--- src/rtl/estagio_id_ex.sv ---
// ID/EX pipeline register with ALU op decode and operand forwarding for the 5-stage MIPS datapath.
// Define FORWARD_EN to enable the EX/MEM and MEM/WB forwarding muxes; otherwise operands come straight from the register.
module estagio_id_ex #(
    parameter int LARGURA   = 32,
    parameter int NREG_BITS = 5
) (
    input  logic                 clock,
    input  logic                 reset,
    input  logic                 stall,
    input  logic                 flush,
    input  logic                 id_valido,
    input  logic [LARGURA-1:0]   id_dado1,
    input  logic [LARGURA-1:0]   id_dado2,
    input  logic [LARGURA-1:0]   id_imediato,
    input  logic [NREG_BITS-1:0] id_rs,
    input  logic [NREG_BITS-1:0] id_rt,
    input  logic [NREG_BITS-1:0] id_rd,
    input  logic                 id_usa_imediato,
    input  logic                 id_reg_dest,
    input  logic                 id_escreve_reg,
    input  logic [1:0]           id_aluop,
    input  logic [5:0]           id_funct,
    input  logic                 exmem_escreve,
    input  logic                 memwb_escreve,
    input  logic [NREG_BITS-1:0] exmem_reg,
    input  logic [NREG_BITS-1:0] memwb_reg,
    input  logic [LARGURA-1:0]   exmem_resultado,
    input  logic [LARGURA-1:0]   memwb_resultado,
    output logic                 ex_valido,
    output logic [LARGURA-1:0]   entrada1,
    output logic [LARGURA-1:0]   entrada2,
    output logic [3:0]           unidadeControle,
    output logic [LARGURA-1:0]   ex_dado_store,
    output logic [NREG_BITS-1:0] ex_reg_destino,
    output logic                 ex_escreve_reg,
    output logic                 ex_funct_ilegal
);

`ifdef FORWARD_EN
    localparam bit FWD_EN = 1'b1;
`else
    localparam bit FWD_EN = 1'b0;
`endif

    // id_valido qualifies the ID inputs and ex_valido qualifies this stage; stall is the only backpressure.
    logic                 valido_q, valido_d;
    logic [LARGURA-1:0]   dado1_q, dado1_d;
    logic [LARGURA-1:0]   dado2_q, dado2_d;
    logic [LARGURA-1:0]   imediato_q, imediato_d;
    logic [NREG_BITS-1:0] rs_q, rs_d;
    logic [NREG_BITS-1:0] rt_q, rt_d;
    logic [NREG_BITS-1:0] destino_q, destino_d;
    logic                 usa_imediato_q, usa_imediato_d;
    logic                 escreve_q, escreve_d;
    logic [3:0]           codigo_q, codigo_d;
    logic                 ilegal_q, ilegal_d;

    logic [3:0]           codigo_dec;
    logic                 ilegal_dec;
    logic [LARGURA-1:0]   op_a, op_b;

    always_comb begin
        codigo_dec = 4'd2;
        ilegal_dec = 1'b0;
        case (id_aluop)
            2'b00: codigo_dec = 4'd2;
            2'b01: codigo_dec = 4'd3;
            2'b11: codigo_dec = 4'd1;
            default: begin
                case (id_funct)
                    6'b100100: codigo_dec = 4'd0;
                    6'b100101: codigo_dec = 4'd1;
                    6'b100000: codigo_dec = 4'd2;
                    6'b100010: codigo_dec = 4'd3;
                    6'b101010: codigo_dec = 4'd4;
                    6'b100111: codigo_dec = 4'd5;
                    default:   ilegal_dec = 1'b1;
                endcase
            end
        endcase
    end

    always_comb begin
        valido_d       = valido_q;
        dado1_d        = dado1_q;
        dado2_d        = dado2_q;
        imediato_d     = imediato_q;
        rs_d           = rs_q;
        rt_d           = rt_q;
        destino_d      = destino_q;
        usa_imediato_d = usa_imediato_q;
        escreve_d      = escreve_q;
        codigo_d       = codigo_q;
        ilegal_d       = ilegal_q;
        if (flush) begin
            valido_d       = 1'b0;
            dado1_d        = '0;
            dado2_d        = '0;
            imediato_d     = '0;
            rs_d           = '0;
            rt_d           = '0;
            destino_d      = '0;
            usa_imediato_d = 1'b0;
            escreve_d      = 1'b0;
            codigo_d       = '0;
            ilegal_d       = 1'b0;
        end else if (!stall) begin
            valido_d       = id_valido;
            dado1_d        = id_dado1;
            dado2_d        = id_dado2;
            imediato_d     = id_imediato;
            rs_d           = id_rs;
            rt_d           = id_rt;
            destino_d      = id_reg_dest ? id_rd : id_rt;
            usa_imediato_d = id_usa_imediato;
            escreve_d      = id_escreve_reg & id_valido;
            codigo_d       = codigo_dec;
            ilegal_d       = ilegal_dec;
        end
    end

    always_ff @(posedge clock) begin
        if (reset) begin
            valido_q       <= 1'b0;
            dado1_q        <= '0;
            dado2_q        <= '0;
            imediato_q     <= '0;
            rs_q           <= '0;
            rt_q           <= '0;
            destino_q      <= '0;
            usa_imediato_q <= 1'b0;
            escreve_q      <= 1'b0;
            codigo_q       <= '0;
            ilegal_q       <= 1'b0;
        end else begin
            valido_q       <= valido_d;
            dado1_q        <= dado1_d;
            dado2_q        <= dado2_d;
            imediato_q     <= imediato_d;
            rs_q           <= rs_d;
            rt_q           <= rt_d;
            destino_q      <= destino_d;
            usa_imediato_q <= usa_imediato_d;
            escreve_q      <= escreve_d;
            codigo_q       <= codigo_d;
            ilegal_q       <= ilegal_d;
        end
    end

    // EX/MEM is younger than MEM/WB, so it wins when both match; r0 is hardwired and never forwarded.
    always_comb begin
        op_a = dado1_q;
        op_b = dado2_q;
        if (FWD_EN && exmem_escreve && exmem_reg != '0 && exmem_reg == rs_q)
            op_a = exmem_resultado;
        else if (FWD_EN && memwb_escreve && memwb_reg != '0 && memwb_reg == rs_q)
            op_a = memwb_resultado;
        if (FWD_EN && exmem_escreve && exmem_reg != '0 && exmem_reg == rt_q)
            op_b = exmem_resultado;
        else if (FWD_EN && memwb_escreve && memwb_reg != '0 && memwb_reg == rt_q)
            op_b = memwb_resultado;
    end

    assign ex_valido       = valido_q;
    assign entrada1        = op_a;
    assign entrada2        = usa_imediato_q ? imediato_q : op_b;
    assign ex_dado_store   = op_b;
    assign unidadeControle = codigo_q;
    assign ex_reg_destino  = destino_q;
    assign ex_escreve_reg  = escreve_q;
    assign ex_funct_ilegal = ilegal_q;

endmodule

--- config.mk ---
export PLATFORM = sky130hd
export DESIGN_NAME = estagio_id_ex
export DESIGN_NICKNAME = d
export VERILOG_FILES = /design/src/rtl/estagio_id_ex.sv
export SDC_FILE = /design/constraint.sdc
export NUM_CORES = 1
export LEC_CHECK = 0
export BUFFER_PORTS_ARGS = -buffer_cell sky130_fd_sc_hd__buf_4
export CORE_AREA = 5 5 119 121
export CTS_CLUSTER_SIZE = 30
export DETAILED_ROUTE_END_ITERATION = 12
export DIE_AREA = 0 0 124 126
export GPL_TIMING_DRIVEN = 0
export PLACE_DENSITY = 0.76
export SKIP_CTS_REPAIR_TIMING = 1
export SLEW_MARGIN = 15
export SYNTH_ARGS = -nofsm -noshare
export SYNTH_HDL_FRONTEND = slang
export SYNTH_SLANG_ARGS = --single-unit
--- constraint.sdc ---
create_clock -name clock -period 1.2 [get_ports clock]
set_input_delay 0.06 -clock clock [delete_from_list [all_inputs] [get_ports clock]]
set_output_delay 0.06 -clock clock [all_outputs]
set_load 0.05 [all_outputs]
Yosys cells after proc, flatten, opt, wreduce, memory -nomap -nowiden
Cells that the tools add are included.

Bits in read-only memories: 0. Input port bits: 203. Memories: 0. Latch bits: 0. RAM bits: 0. Output and inout bits: 108. Bits in registers: 109.

Equal/unequal tests: 8. Bitwise logic cells: 1. Shifts and indexed selects: 0. Order comparisons: 0. Add/subtract/negate cells: 0. Mux-type cells: 6. Divide/modulo/power cells: 0. Reductions and logical operators: 4. Multipliers: 0.

Operator list (number): equality test 6 bit (second input constant) (6); two-way mux 32 bit (1); case mux 3 bit (5 select lines) (1); case mux 3 bit (3 select lines) (1); OR reduction 6 bit (1); two-way mux 5 bit (1); OR reduction 3 bit (1); equality test 2 x 1 -> 1 bit (second input constant) (1); equality test 2 bit (second input constant) (1); logical NOT 2 bit (1); two-way mux 1 bit (2); OR reduction 2 bit (1); bitwise AND 1 bit (1).

Logic depth before layout (Yosys ltp)
Word-level depth: 4. Depth in mapped cells: 5.

Least setup slack after synthesis
OpenSTA, ideal clock, no wires.

Path type: register -> output. Start point: reg usa_imediato_q. End point: out entrada2[10]. Slack: -43 ps. Cell stages (with the launch flop): 4. Data arrival time: 1183 ps. Cell sequence: dfxtp_1 clkbuf_1 buf_2 mux2_2.

Word-level cells in the longest chain between the ends: 1.

Ends and longest elaborated chain: start: declaration (RTL line 53) `logic usa_imediato_q, usa_imediato_d;`; start signal: assignment (RTL line 143) `usa_imediato_q <= usa_imediato_d;`; two-way mux 32 bit (RTL line 166) `assign entrada2 = usa_imediato_q ? imediato_q : op_b;`; end: declaration (RTL line 31) `output logic [LARGURA-1:0] entrada2,`.

No other way between the ends.

Worst setup path in the final report
Start point: reg usa_imediato_q. End point: out entrada2[26].

Same word-level chain as after synthesis.

==> summary.txt <==
status -> complete, but fails checks
failing checks -> hold timing, setup timing
total wire length -> 16000 um
H-tree Lvls -> 3
Post-Synthesis Cell Area -> 0.00435 mm2
minimum clock period -> 1530 ps
Antenna Nets Post-Route -> 0
initial antenna violation count -> 0
clk_skew -> 0 ps
adder-cell share of the synthesized area -> 0%
Port Buffers -> 226
critical path's slowest cell -> dfxtp_4
Iter 0 DRT Violations -> 145
simple-gate share of the synthesized area -> 12.0%
drt pass-1 iters -> 6
reg2reg setup slack -> 100 ps
Nets -> 950
Seq cells post-synth -> 108
WL/cell -> 17.2 um
Hold WC Path Type -> in -> reg
Worst path max stage delay -> 360 ps
CTS Buf Count -> 9
WHS Endpoint -> imediato_q[10]
Skew-Pair Late Insertion Delay -> 340 ps
Post-route DRC -> 0
first-pass GRT wire length -> 20000 um
dpl hpwl -> 10300 um
die width -> 124 um
Hold Path Origin -> id_imediato[10]
Top Ports -> 311
FILL cells -> 1010
Post-Synth XOR/XNOR Area -> 0%
Hold WS -> -37.3 ps
core area -> 0.0130 mm2
max-cap viol count -> 0
Bufs on Longest Clock Path -> 2
vias in the first global route -> 4067
grt total ovfl -> 0
DR vias -> 4244
FMAX -> 0.652 GHz
crit path cell chain -> buf_12 > clkbuf_16 > mux2_4 > buf_8
mux contribution to synthesized area -> 31.7%
Post-Syn Area per Cell -> 10.4 um2
Hold Path Stages -> 3
Worst R2R Path Depth -> 5
Max Slew Vio Count -> 0
Root Driver -> clkbuf_16
vias per cell -> 4.58
main combinational cell family by area after synthesis -> multiplexers
worst slew pin tran -> 578 ps
Worst Path Max Fanout -> 5
Worst EP required -> 1140 ps
die area -> 0.0156 mm2
worst setup margin -> -333 ps
Distinct cells, synth -> 29
Crit path arrival time -> 1470 ps
RSZ-0062 raised after global routing -> true
final setup violation count -> 32
starting density of the core -> 33.5%
WP buf/inv -> 3
antenna cells -> 0
Syn Nets -> 621
TritonCTS clock tree -> done
P_leak -> 3.78 nW
Ys Warns -> 0
Tcrit/Tclk final -> 128%
final hold vios -> 10
GPL Wtd Cong -> 0.753
largest net degree at the start of global routing -> 16
Synth Instances -> 418
row count -> 42
Global Route Usage Sum -> 16.2%
setup TNS -> -9410 ps
Place WS -> -327 ps
Die Height -> 126 um
Layout area overhead -> 82.1%
Peak VDD IR -> 0.574 mV
Compound-Gate Fraction of Synth Area -> 2.47%
worst r2r src -> usa_imediato_q
Reg-to-Reg End -> usa_imediato_q
share of cells above drive strength 1 -> 40.1%
Worst Setup Path Type -> reg -> out
Worst slew margin -> 61.5%
startpoint types -> flop
CTS Sinks -> 108
sequential-to-total area share from yosys stat -> 49.7%
family with the most delay on the worst path -> buffers and inverters
CTS clk-pin slew, worst paths -> 70 ps
kind of end point of the critical path -> output pin
Cell Pwr Density -> 1090 mW/mm2
==> worst max path at each step <==
stage	start	depth (start not counted)	to	slack (ps)
after global placement	usa_imediato_q	4	entrada2[3]	-320
after floorplan	usa_imediato_q	3	entrada2[10]	-40
after detailed placement	usa_imediato_q	4	entrada2[7]	-330
final	usa_imediato_q	4	entrada2[26]	-330
after global routing	usa_imediato_q	4	entrada2[22]	-370
after CTS	usa_imediato_q	4	entrada2[7]	-710
==> worst min-delay path: stages <==
cell,delay (ps)
buf_4,80
mux2i_1,50
nor2_1,80
==> per-layer routing <==
layer | up-vias | wire, um | GRT usage (%)
met1 | 1996 | 5700 | 18.0
met4 | 0 | 579 | 6.96
li1 | 2055 | - | -
met3 | 40 | 1060 | 4.35
met5 | - | 0 | 0
met2 | 153 | 8630 | 28.8
==> synthesized netlist by cell type <==
| library cell | n | area share [%] |
|---|---|---|
| or2_1 | 1 | 0.14 |
| a311oi_1 | 1 | 0.20 |
| nand4b_1 | 1 | 0.20 |
| inv_1 | 2 | 0.17 |
| nor2b_1 | 2 | 0.29 |
| a311oi_2 | 1 | 0.34 |
| buf_4 | 8 | 1.4 |
| nand2_1 | 2 | 0.17 |
| and4bb_1 | 1 | 0.29 |
| buf_6 | 1 | 0.26 |
| conb_1 | 1 | 0.086 |
| buf_1 | 4 | 0.34 |
| o211ai_1 | 1 | 0.17 |
| mux2i_1 | 102 | 23 |
| a21o_1 | 1 | 0.17 |
| nor3_1 | 1 | 0.11 |
| buf_2 | 12 | 1.4 |
| a21oi_1 | 9 | 1.0 |
| mux2_2 | 32 | 8.3 |
| o21bai_1 | 1 | 0.17 |
| nor3b_1 | 2 | 0.34 |
| clkbuf_1 | 6 | 0.52 |
| nor3b_2 | 1 | 0.29 |
| nand2b_1 | 2 | 0.29 |
| a22oi_1 | 1 | 0.17 |
| dfxtp_1 | 108 | 50 |
| or4_1 | 1 | 0.17 |
| nor2_1 | 112 | 9.7 |
| a21oi_2 | 1 | 0.20 |
==> area by class of cell <==
class / count / area, um2 / share of cell area, %
inverter: 2 / 7.51 / 0.0947
timing repair buffer: 319 / 2920 / 36.8
clock inverter: 2 / 35.0 / 0.442
tap: 176 / 220 / 2.78
clock buffer: 13 / 250 / 3.16
buffer: 30 / 200 / 2.53
multi-input combinational: 277 / 2130 / 26.9
sequential: 108 / 2170 / 27.3
==> layout by cell type, fill, tap and decap left out, types with 3 or more instances in the layout <==
| cell | instances |
|---|---|
| dlygate4sd3_1 | 87 |
| mux2i_1 | 102 |
| buf_4 | 203 |
| mux2_4 | 31 |
| a21oi_1 | 9 |
| buf_8 | 33 |
| buf_2 | 9 |
| buf_1 | 4 |
| clkbuf_16 | 12 |
| clkbuf_1 | 8 |
| dfxtp_1 | 107 |
| buf_6 | 3 |
| nor2_1 | 112 |
==> report_power, final <==
part	switching [mW]	internal [mW]
clock network	1.24	1.66
registers	0.0765	3.70
logic	0.970	0.951
total	2.29	6.32
==> cells by family after synthesis <==
| logic type | after synthesis |
|---|---|
| simple gates | 126 |
| compound gates | 16 |
| mux | 134 |
| other cells | 1 |
| buf+inv | 33 |
| flops | 108 |
==> stage by stage <==
stage | hold slack, ps | cells | utilization (%) | cell area [um2] | total power [mW]
after floorplan | 177 | 418 | - | 4350 | 4.76
after global routing | 3.20 | 927 | 61.1 | 7930 | 8.96
after detailed placement | 299 | 820 | 48.3 | 6270 | 5.38
final | -37.3 | 927 | 61.1 | 7930 | 8.60
after global placement | 286 | 820 | 48.3 | 6270 | 5.34
after CTS | -70.8 | 835 | 50.5 | 6550 | 8.29
No activity file was read; power rests on OpenSTA's default activity.
